**src/rtl/uart_rx_os8_if.sv**
```systemverilog
// Serial-receive bundle between the baud generator / pin side and the byte consumer.
// Master drives the tick and the line; slave (the receiver) returns the byte and status.
// Carries no flow control: the consumer must take rx_data in the rx_done cycle or rely on the hold.
interface uart_rx_os8_if #(
  parameter int DATA_BITS = 8
);
  logic                 baud_tick;
  logic                 rx;
  logic [DATA_BITS-1:0] rx_data;
  logic                 rx_done;
  logic                 frame_err;
  logic                 rx_busy;

  modport master (
    output baud_tick,
    output rx,
    input  rx_data,
    input  rx_done,
    input  frame_err,
    input  rx_busy
  );

  modport slave (
    input  baud_tick,
    input  rx,
    output rx_data,
    output rx_done,
    output frame_err,
    output rx_busy
  );
endinterface

```
**src/rtl/uart_rx_os8.sv**
```systemverilog
// 8x-oversampled 8N1 UART receiver: sync, mid-bit start check, centre sampling, framing check.
// Latency: rx_done one clk after the stop-sample tick (T0+12+8*DATA_BITS ticks after detection).
// No backpressure: rx_done is a one-clk strobe, rx_data/frame_err hold until the next frame.
module uart_rx_os8 #(
  parameter int DATA_BITS = 8
) (
  input  logic        clk,
  input  logic        rst,
  uart_rx_os8_if.slave bus
);

  localparam int            BW       = (DATA_BITS > 1) ? $clog2(DATA_BITS) : 1;
  localparam logic [BW-1:0] LAST_BIT = BW'(DATA_BITS - 1);

  // BRK parks the receiver while the line is held low after a bad stop bit,
  // so a break condition cannot be mistaken for a new start bit.
  typedef enum logic [2:0] {
    IDLE  = 3'd0,
    START = 3'd1,
    DATA  = 3'd2,
    STOP  = 3'd3,
    BRK   = 3'd4
  } state_t;

  state_t               state_q, state_d;
  logic                 rx_m, rx_s;
  logic [2:0]           tick_q, tick_d;
  logic [BW-1:0]        bit_q, bit_d;
  logic [DATA_BITS-1:0] sh_q, sh_d;
  logic [DATA_BITS-1:0] data_q, data_d;
  logic                 err_q, err_d;
  logic                 done_q, done_d;

  // Two-stage synchroniser on the asynchronous line; resets to the idle (high) level.
  always_ff @(posedge clk or posedge rst) begin
    if (rst) begin
      rx_m <= 1'b1;
      rx_s <= 1'b1;
    end else begin
      rx_m <= bus.rx;
      rx_s <= rx_m;
    end
  end

  // State, counters, shift register and output registers.
  always_ff @(posedge clk or posedge rst) begin
    if (rst) begin
      state_q <= IDLE;
      tick_q  <= '0;
      bit_q   <= '0;
      sh_q    <= '0;
      data_q  <= '0;
      err_q   <= 1'b0;
      done_q  <= 1'b0;
    end else begin
      state_q <= state_d;
      tick_q  <= tick_d;
      bit_q   <= bit_d;
      sh_q    <= sh_d;
      data_q  <= data_d;
      err_q   <= err_d;
      done_q  <= done_d;
    end
  end

  // Next-state and datapath: everything holds except on a baud_tick cycle;
  // rx_done defaults low so it can only ever be a single-cycle strobe.
  always_comb begin
    state_d = state_q;
    tick_d  = tick_q;
    bit_d   = bit_q;
    sh_d    = sh_q;
    data_d  = data_q;
    err_d   = err_q;
    done_d  = 1'b0;

    if (bus.baud_tick) begin
      case (state_q)
        IDLE: begin
          if (!rx_s) begin
            state_d = START;
            tick_d  = '0;
          end
        end

        // Re-check the line half a bit after the falling edge; a high level
        // there means the edge was noise and nothing is reported.
        START: begin
          if (tick_q == 3'd3) begin
            if (!rx_s) begin
              state_d = DATA;
              tick_d  = '0;
              bit_d   = '0;
            end else begin
              state_d = IDLE;
            end
          end else begin
            tick_d = tick_q + 3'd1;
          end
        end

        // Eight ticks per bit from mid-start lands every sample at bit centre.
        DATA: begin
          if (tick_q == 3'd7) begin
            sh_d   = {rx_s, sh_q[DATA_BITS-1:1]};
            tick_d = '0;
            if (bit_q == LAST_BIT) begin
              state_d = STOP;
            end else begin
              bit_d = bit_q + BW'(1);
            end
          end else begin
            tick_d = tick_q + 3'd1;
          end
        end

        // Leaving at mid-stop-bit gives half a bit of slack for back-to-back
        // frames and for a transmitter running slightly fast.
        STOP: begin
          if (tick_q == 3'd7) begin
            data_d  = sh_q;
            err_d   = ~rx_s;
            done_d  = 1'b1;
            tick_d  = '0;
            state_d = rx_s ? IDLE : BRK;
          end else begin
            tick_d = tick_q + 3'd1;
          end
        end

        BRK: begin
          if (rx_s) begin
            state_d = IDLE;
          end
        end

        default: begin
          state_d = IDLE;
        end
      endcase
    end
  end

  assign bus.rx_data   = data_q;
  assign bus.rx_done   = done_q;
  assign bus.frame_err = err_q;
  assign bus.rx_busy   = (state_q != IDLE);

endmodule

```
**src/flat_wrapper.sv**
```systemverilog
// flat-port wrapper written by rule: the top's interface ports become plain ports
module uart_rx_os8_flat 
#(
  parameter int DATA_BITS = 8
)
  (clk, rst, bus_baud_tick, bus_rx, bus_rx_data, bus_rx_done, bus_frame_err, bus_rx_busy);
  uart_rx_os8_if #(.DATA_BITS(DATA_BITS)) bus_i ();
  input  logic clk;
  input  logic rst;
  input wire logic [$bits(bus_i.baud_tick)-1:0] bus_baud_tick;
  input wire logic [$bits(bus_i.rx)-1:0] bus_rx;
  output wire logic [$bits(bus_i.rx_data)-1:0] bus_rx_data;
  output wire logic [$bits(bus_i.rx_done)-1:0] bus_rx_done;
  output wire logic [$bits(bus_i.frame_err)-1:0] bus_frame_err;
  output wire logic [$bits(bus_i.rx_busy)-1:0] bus_rx_busy;
  assign bus_i.baud_tick = bus_baud_tick;
  assign bus_i.rx = bus_rx;
  assign bus_rx_data = bus_i.rx_data;
  assign bus_rx_done = bus_i.rx_done;
  assign bus_frame_err = bus_i.frame_err;
  assign bus_rx_busy = bus_i.rx_busy;
  uart_rx_os8 #(.DATA_BITS(DATA_BITS)) u_core (.clk(clk), .rst(rst), .bus(bus_i));
endmodule
```
**config.mk**
```make
export PLATFORM = sky130hd
export DESIGN_NAME = uart_rx_os8_flat
export DESIGN_NICKNAME = d
export VERILOG_FILES = /design/src/rtl/uart_rx_os8_if.sv /design/src/rtl/uart_rx_os8.sv /design/src/flat_wrapper.sv
export SDC_FILE = /design/constraint.sdc
export NUM_CORES = 1
export LEC_CHECK = 0
export BUFFER_PORTS_ARGS = -buffer_cell sky130_fd_sc_hd__buf_2
export CORE_UTILIZATION = 45
export DETAILED_ROUTE_END_ITERATION = 12
export PLACE_DENSITY = 0.75
export RECOVER_POWER = 25
export SLEW_MARGIN = 15
export SYNTH_ARGS = -nofsm -noshare
export SYNTH_HDL_FRONTEND = slang
export SYNTH_SLANG_ARGS = --single-unit
```
**constraint.sdc**
```tcl
create_clock -name clk -period 1.59 [get_ports clk]
set_clock_uncertainty 0.05 [all_clocks]
set_input_delay 0.0795 -clock clk [delete_from_list [all_inputs] [get_ports clk]]
set_output_delay 0.0795 -clock clk [all_outputs]
set_load 0.02 [all_outputs]
```
==> metrics.log, run 1 <==
INFO  metric first_iter_violations = 11
INFO  metric finalHoldViolations = 0
INFO  metric postPlaceCellArea = 1480 um^2
INFO  metric multi_input_area = 592 um^2
INFO  metric cap_violations = 0
INFO  metric setup_violations = 20
INFO  metric cpPeakStageDelay = 0.40 ns
INFO  metric die_y = 55.2 um
INFO  metric synth_area_leader_cell = sky130_fd_sc_hd__dfrtp_1
INFO  metric synth_top_area_share = 53.1%
INFO  metric worst-slew-pin-transition = 0.682 ns
INFO  metric min_delay_path_depth = 0
INFO  metric final_instance_count_excl_fillers = 162
INFO  metric share_of_the_cycle_needed_by_the_critical_path_after_routing = 105%
INFO  metric routed_wire_length_per_instance = 14.5 um
INFO  metric unrepaired_setup_endpoints_after_global_routing = true
INFO  metric outcome = complete, but fails checks
INFO  metric design.core.area = 2570 um^2
INFO  metric number_of_fillers_in_the_final_layout = 197
INFO  metric grtUsageTotal = 18.6%
INFO  metric drv_slew = 0
INFO  metric timing.slew.headroom = 54.5%
INFO  metric number_of_placed_i_o_pins = 15
INFO  metric floorplan.rows = 18
INFO  metric crit_path_cell_trace = ha_4 -> ha_4 -> nand3_4 -> and2b_1 -> buf_12 -> mux2_2
INFO  metric routed_wl = 2.35 mm
INFO  metric layout.cell_area.non_filler = 1620 um^2
INFO  metric route.detailed.vias_per_inst = 5.40
INFO  metric critical-path-top-cell-by-count = sky130_fd_sc_hd__ha_4
INFO  metric synth.distinct_cells = 26
INFO  metric ff_latch_area = 728 um^2
INFO  metric critical_path_arrival = 1.84 ns
INFO  metric io_buffers = 14
INFO  metric htree_levels = 2
INFO  metric dp.cells = 149
INFO  metric hold_path_startpoint = u_core.rx_m
INFO  metric regToRegSetupSlack = -0.08 ns
INFO  metric launch_instance_of_the_worst_register_to_register_path = u_core.tick_q[1]
INFO  metric clk_latency = 0.33 ns
INFO  metric hp-class = flip-flop to flip-flop
INFO  metric dr.pass1.iters = 4
INFO  metric crit_path_max_fanout = 9
INFO  metric cts_made_buffers = 5
INFO  metric overall_via_count_from_detail_route = 875
INFO  metric tritoncts = done
INFO  metric cellPowerDensity = 1190 nW/um^2
INFO  metric detail_placement_hpwl = 1.60 mm
INFO  metric max_freq = 0.599 GHz
INFO  metric reg2regPathDepth = 6
INFO  metric drc = 0
INFO  metric failed_checks = negative setup slack
INFO  metric grt_overflow = 0
INFO  metric rr_endpoint = u_core.bus.rx_data[4]
INFO  metric postSynthNetCount = 109
INFO  metric grt_first_pass_wirelength = 3.82 mm
INFO  metric place_congestion = 0.832
INFO  metric vdd.ir_drop.worst = 0.000725 V
INFO  metric insertedDiodeCount = 0
INFO  metric netlist_instances = 99
INFO  metric finish.net_count = 141
INFO  metric synth_area = 1270 um^2
INFO  metric worst_path_max_delay_cell = sky130_fd_sc_hd__dfrtp_1
INFO  metric antenna_found_initial = 0
INFO  metric dieArea = 3040 um^2
INFO  metric layout_min_cycle_time = 1.67 ns
INFO  metric maximum_number_of_pins_on_one_net_before_global_route_repair = 30
INFO  metric cell_types_occupying_the_most_area_after_synthesis = sky130_fd_sc_hd__dfrtp_1, sky130_fd_sc_hd__mux2_2, sky130_fd_sc_hd__ha_1, sky130_fd_sc_hd__dfstp_2, sky130_fd_sc_hd__nand2_1
INFO  metric floorplan.initialDensity = 49.6%
INFO  metric share_of_synthesized_area_occupied_by_flip_flops_and_latches = 57.2%
INFO  metric holdPathEnd = u_core.rx_s
INFO  metric fin_worst_hold_slack = 0.312 ns
INFO  metric clock_tree.root_cell = sky130_fd_sc_hd__clkbuf_4
INFO  metric antenna_violating_nets_post_route = 0
INFO  metric synth.ff_latch_count = 29
INFO  metric data_required_critical_path = 1.76 ns
INFO  metric clock_sink_count = 29
INFO  metric layout.cells.most_common_list = sky130_fd_sc_hd__dfrtp_1, sky130_fd_sc_hd__mux2_2, sky130_fd_sc_hd__buf_2
INFO  metric power.static_leakage = 0.000815 uW
INFO  metric drive_above_1_share = 50.0%
INFO  metric syn_avg_cell_area = 12.9 um^2
INFO  metric area_growth_syn_to_layout = 27.3%
INFO  metric postLayoutSetupSlackWorst = -0.0798 ns
INFO  metric die_w = 55.2 um
INFO  metric setup.worst_path.end_class = flip-flop
INFO  metric path_class = flip-flop to flip-flop
INFO  metric path_clk_slew = 0.09 ns
INFO  metric clock_path_buffers = 2
INFO  metric layout_commonest_cell = sky130_fd_sc_hd__dfrtp_1
INFO  metric vias_in_the_first_global_route = 861
INFO  metric start_kind = flip-flop
INFO  metric yosys_warnings = 0
## how the worst max path moves through the flow
stage	slack, ns	start	cells after the start	endpoint
2_1_floorplan	-0.07	u_core.tick_q[1]	6	u_core.sh_q[0]
3_3_place_gp	-0.15	u_core.tick_q[1]	5	u_core.sh_q[3]
3_5_place_dp	-0.21	u_core.tick_q[1]	5	u_core.sh_q[1]
4_1_cts	-0.07	u_core.tick_q[1]	6	u_core.bus.rx_data[0]
5_1_grt	-0.15	u_core.tick_q[0]	6	u_core.tick_q[0]
6_report	-0.08	u_core.tick_q[1]	6	u_core.bus.rx_data[4]
## stage by stage
step | utilization [%] | total power, uW | TNS (ns) | worst slack, ns
after detailed placement | 57.6 | 1460 | -2.58 | -0.212
after global placement | 57.6 | 1410 | -1.42 | -0.150
after global routing | 63.1 | 2070 | -2.71 | -0.149
after floorplan | - | 1260 | -0.523 | -0.0712
final | 63.1 | 1930 | -1.13 | -0.0798
after CTS | 61.9 | 1920 | -1.07 | -0.0735
## power breakdown
part / switching (uW) / total (uW) / internal [uW]
Sequential: 110 / 944 / 833
Clock: 244 / 411 / 168
Combinational: 279 / 580 / 300
Total: 633 / 1930 / 1300
## routing by layer
metal,vias to the layer above,track usage [%],share of wire [%]
li1,418,-,-
met1,429,21.3,45
met2,20,29.5,47
met3,8,6.56,4.5
met4,0,11.3,3.0
met5,-,0,0
## timing repair
item	4_1_cts	5_1_grt
hold endpoints to repair	30	0
resized for setup	9	5
buffers inserted	0	1
setup endpoints to repair	24	24
pin swaps	3	2
hold buffers	3	0
cloned	0	1
## registers in the layout (all words and copies together) (netlist names)
name,cells
u_core.state_q,3
u_core.sh_q,8
u_core.bus.rx_data,8
u_core.tick_q,3
u_core.rx_s,1
u_core.rx_m,1
u_core.bus.frame_err,1
u_core.bus.rx_done,1
u_core.bit_q,3
## final cells by class
class,count,share of cell area [%]
timing repair buffer,28,11.9
tap,30,2.32
inverter,5,1.16
clock inverter,2,0.618
clock buffer,6,2.55
multi-input combinational,62,36.5
sequential,29,44.9
## worst max-delay path, delay by kind of cell (launching register included)
kind | cells | cell delay (ns)
adder cells (fa/ha/maj) | 2 | 0.33
flip-flops | 1 | 0.40
AND/OR/NAND/NOR | 2 | 0.33
buffers and inverters | 1 | 0.13
multiplexers | 1 | 0.33
## synthesized netlist by cell type
master	instances
sky130_fd_sc_hd__a21oi_1	3
sky130_fd_sc_hd__a22o_1	1
sky130_fd_sc_hd__a22o_2	1
sky130_fd_sc_hd__a22oi_1	1
sky130_fd_sc_hd__a31oi_1	1
sky130_fd_sc_hd__a32o_1	1
sky130_fd_sc_hd__and2b_1	2
sky130_fd_sc_hd__and4_1	2
sky130_fd_sc_hd__buf_2	3
sky130_fd_sc_hd__buf_6	1
sky130_fd_sc_hd__dfrtp_1	27
sky130_fd_sc_hd__dfstp_2	2
sky130_fd_sc_hd__ha_1	6
sky130_fd_sc_hd__inv_1	5
sky130_fd_sc_hd__mux2_2	17
sky130_fd_sc_hd__mux2i_1	1
sky130_fd_sc_hd__nand2_1	7
sky130_fd_sc_hd__nand3_1	1
sky130_fd_sc_hd__nor2_1	3
sky130_fd_sc_hd__nor2b_1	3
sky130_fd_sc_hd__nor4_1	1
sky130_fd_sc_hd__o21ai_0	3
sky130_fd_sc_hd__o22ai_1	2
sky130_fd_sc_hd__o31ai_1	3
sky130_fd_sc_hd__or3_1	1
sky130_fd_sc_hd__or3b_2	1
## logic make-up (layout without fill, tap and decap cells)
logic type	after synthesis	in the layout	synth area share [%]
AND/OR/NAND/NOR	21	22	9.05
adder cells (fa/ha/maj)	6	6	5.90
multiplexers	18	18	15.8
AO/OA/AOI/OAI	16	16	8.46
buffers and inverters	9	41	3.54
flip-flops	29	29	57.2
No activity file was read; power rests on OpenSTA's default activity.
==> run 2, diff against run 1 <==
- PLACE_DENSITY: 0.75 -> 0.72
- clock period: 1.59 -> 1.74 ns (I/O delays scaled with it)
==> run 2 against run 1 <==
Effect of this change: the flow still finishes with violations (negative setup slack); clock power decreased by 5.8%; non-clock buffer count decreased by 2; die area unchanged; register-to-register slack improved by 0.07 ns; critical path depth decreased by 1; largest cell class unchanged.
==> metrics.log, run 2 (synthesis results as in run 1) <==
INFO  metric vdd.ir_drop.worst = 0.000670 V (was 0.000725 V)
INFO  metric report.power.total = 1730 uW (was 1930 uW)
INFO  metric antenna_violating_nets_post_route = 0 (unchanged)
INFO  metric outcome = complete, but fails checks (unchanged)
INFO  metric clock_sink_count = 29 (unchanged)
INFO  metric start_kind = flip-flop (unchanged)
INFO  metric cap_violations = 0 (unchanged)
INFO  metric routed_wl = 2.34 mm (was 2.35 mm)
INFO  metric number_of_placed_i_o_pins = 15 (unchanged)
INFO  metric antenna_found_initial = 0 (unchanged)
INFO  metric floorplan.initialDensity = 49.6% (unchanged)
INFO  metric clock_tree.root_cell = sky130_fd_sc_hd__clkbuf_4 (unchanged)
INFO  metric postLayoutSetupSlackWorst = -0.00517 ns (was -0.0798 ns)
INFO  metric routed_wire_length_per_instance = 14.6 um (was 14.5 um)
INFO  metric finalHoldViolations = 0 (unchanged)
INFO  metric dieArea = 3040 um^2 (unchanged)
INFO  metric clock_path_buffers = 2 (unchanged)
INFO  metric die_y = 55.2 um (unchanged)
INFO  metric number_of_fillers_in_the_final_layout = 217 (was 197)
INFO  metric maximum_number_of_pins_on_one_net_before_global_route_repair = 30 (unchanged)
INFO  metric grtUsageTotal = 18.0% (was 18.6%)
INFO  metric crit_path_max_fanout = 5 (was 9)
INFO  metric hp-class = flip-flop to flip-flop (unchanged)
INFO  metric grt-busiest-layer = met2 (unchanged)
INFO  metric layout.cells.most_common_list = sky130_fd_sc_hd__dfrtp_1, sky130_fd_sc_hd__mux2_2, sky130_fd_sc_hd__buf_2 (unchanged)
INFO  metric failed_checks = negative setup slack (unchanged)
INFO  metric place_congestion = 0.848 (was 0.832)
INFO  metric multi_input_area = 559 um^2 (was 592 um^2)
INFO  metric data_required_critical_path = 1.90 ns (was 1.76 ns)
INFO  metric use_met1 = 21.8% (was 21.3%)
INFO  metric dr.pass1.iters = 4 (unchanged)
INFO  metric setup_violations = 1 (was 20)
INFO  metric setup.worst_path.end_class = flip-flop (unchanged)
INFO  metric power.static_leakage = 0.000797 uW (was 0.000815 uW)
INFO  metric io_buffers = 14 (unchanged)
INFO  metric path_class = flip-flop to flip-flop (unchanged)
INFO  metric tritoncts = done (unchanged)
INFO  metric layout_min_cycle_time = 1.75 ns (was 1.67 ns)
INFO  metric grt_overflow = 0 (unchanged)
INFO  metric met2_track_usage_gr = 26.9% (was 29.5%)
INFO  metric grt_first_pass_wirelength = 3.55 mm (was 3.82 mm)
INFO  metric insertedDiodeCount = 0 (unchanged)
INFO  metric design.core.area = 2570 um^2 (unchanged)
INFO  metric unrepaired_setup_endpoints_after_global_routing = true (unchanged)
INFO  metric path_clk_slew = 0.09 ns (about the same)
INFO  metric critical_path_arrival = 1.91 ns (was 1.84 ns)
INFO  metric clk_latency = 0.33 ns (about the same)
INFO  metric global_route.usage.met3 = 9.02% (was 6.56%)
INFO  metric vias_in_the_first_global_route = 800 (was 861)
INFO  metric drive_above_1_share = 46.9% (was 50.0%)
INFO  metric detail_placement_hpwl = 1.51 mm (was 1.60 mm)
INFO  metric layout_commonest_cell = sky130_fd_sc_hd__dfrtp_1 (unchanged)
INFO  metric layout.cell_area.non_filler = 1560 um^2 (was 1620 um^2)
INFO  metric share_of_the_cycle_needed_by_the_critical_path_after_routing = 100% (was 105%)
INFO  metric postPlaceCellArea = 1410 um^2 (was 1480 um^2)
INFO  metric max_freq = 0.573 GHz (was 0.599 GHz)
INFO  metric first_iter_violations = 13 (was 11)
INFO  metric worst-slew-pin-transition = 0.676 ns (was 0.682 ns)
INFO  metric ff_latch_area = 728 um^2 (unchanged)
INFO  metric route.detailed.vias_per_inst = 5.31 (was 5.40)
INFO  metric cellPowerDensity = 1110 nW/um^2 (was 1190 nW/um^2)
INFO  metric timing.slew.headroom = 55.0% (was 54.5%)
INFO  metric overall_via_count_from_detail_route = 849 (was 875)
INFO  metric area_growth_syn_to_layout = 22.9% (was 27.3%)
INFO  metric finish.net_count = 139 (was 141)
INFO  metric floorplan.rows = 18 (unchanged)
INFO  metric drc = 0 (unchanged)
INFO  metric drv_slew = 0 (unchanged)
INFO  metric htree_levels = 2 (unchanged)
INFO  metric die_w = 55.2 um (unchanged)
INFO  metric cts_made_buffers = 5 (unchanged)
-- run 2: worst paths after layout --
check	startpoint	end	slack, ns	depth (start not counted)
setup / recovery	u_core.tick_q[1]	u_core.sh_q[4]	-0.005	5
hold / removal	u_core.rx_m	u_core.rx_s	0.32	0
setup reg to reg	u_core.tick_q[1]	u_core.sh_q[4]	-0.005	5
max in group asynchronous	rst	u_core.tick_q[0]	0.78	4
hold reg to reg	u_core.rx_m	u_core.rx_s	0.32	0
min in group asynchronous	rst	u_core.bus.rx_data[7]	0.41	4
-- run 2: final cells by class --
class	instances	share of cell area [%]
clock inverters	3	1.12
inverters	5	1.20
clock buffers	5	2.40
flip-flops and latches	29	46.6
multi-input cells	62	35.8
repair buffers	26	10.6
well taps	30	2.40
-- run 2: where the power goes --
part | internal (uW) | switching, uW | total (uW)
logic | 249 | 225 | 474
registers | 761 | 107 | 868
clock network | 152 | 236 | 387
total | 1160 | 568 | 1730
-- run 2: critical path, stage by stage, from the launching register on --
cell and delay [ns]:
sky130_fd_sc_hd__dfrtp_1 0.37, sky130_fd_sc_hd__ha_2 0.23, sky130_fd_sc_hd__ha_4 0.16, sky130_fd_sc_hd__nand3_4 0.09, sky130_fd_sc_hd__or3_4 0.46, sky130_fd_sc_hd__mux2_2 0.29
-- run 2: per-stage QoR --
step                hold WS, ns  setup WS (ns)  setup TNS, ns  utilization (%)  std cells
floorplan                0.0415         0.0285              0                -         99
global placement          0.114        -0.0623         -0.899             54.8        146
detailed placement        0.120         -0.111          -1.55             54.8        146
CTS                       0.306        -0.0125        -0.0214             58.5        157
global route              0.328        -0.0533         -0.410             60.9        160
finish                    0.318       -0.00517       -0.00517             60.9        160
-- run 2: routing by layer --
metal / up-vias / share of wire [%]
li1: 411 / -
met3: 7 / 5.4
met4: 0 / 2.3
met2: 23 / 46
met5: - / 0
met1: 408 / 46
-- run 2: timing repair --
item | in CTS | in global routing
buffers inserted | 0 | 2
gates resized for setup | 5 | 9
setup endpoints to repair | 18 | 21
hold endpoints to repair | 30 | 0
hold buffers | 3 | 0
cloned | 0 | 1
pin swaps | 0 | 1
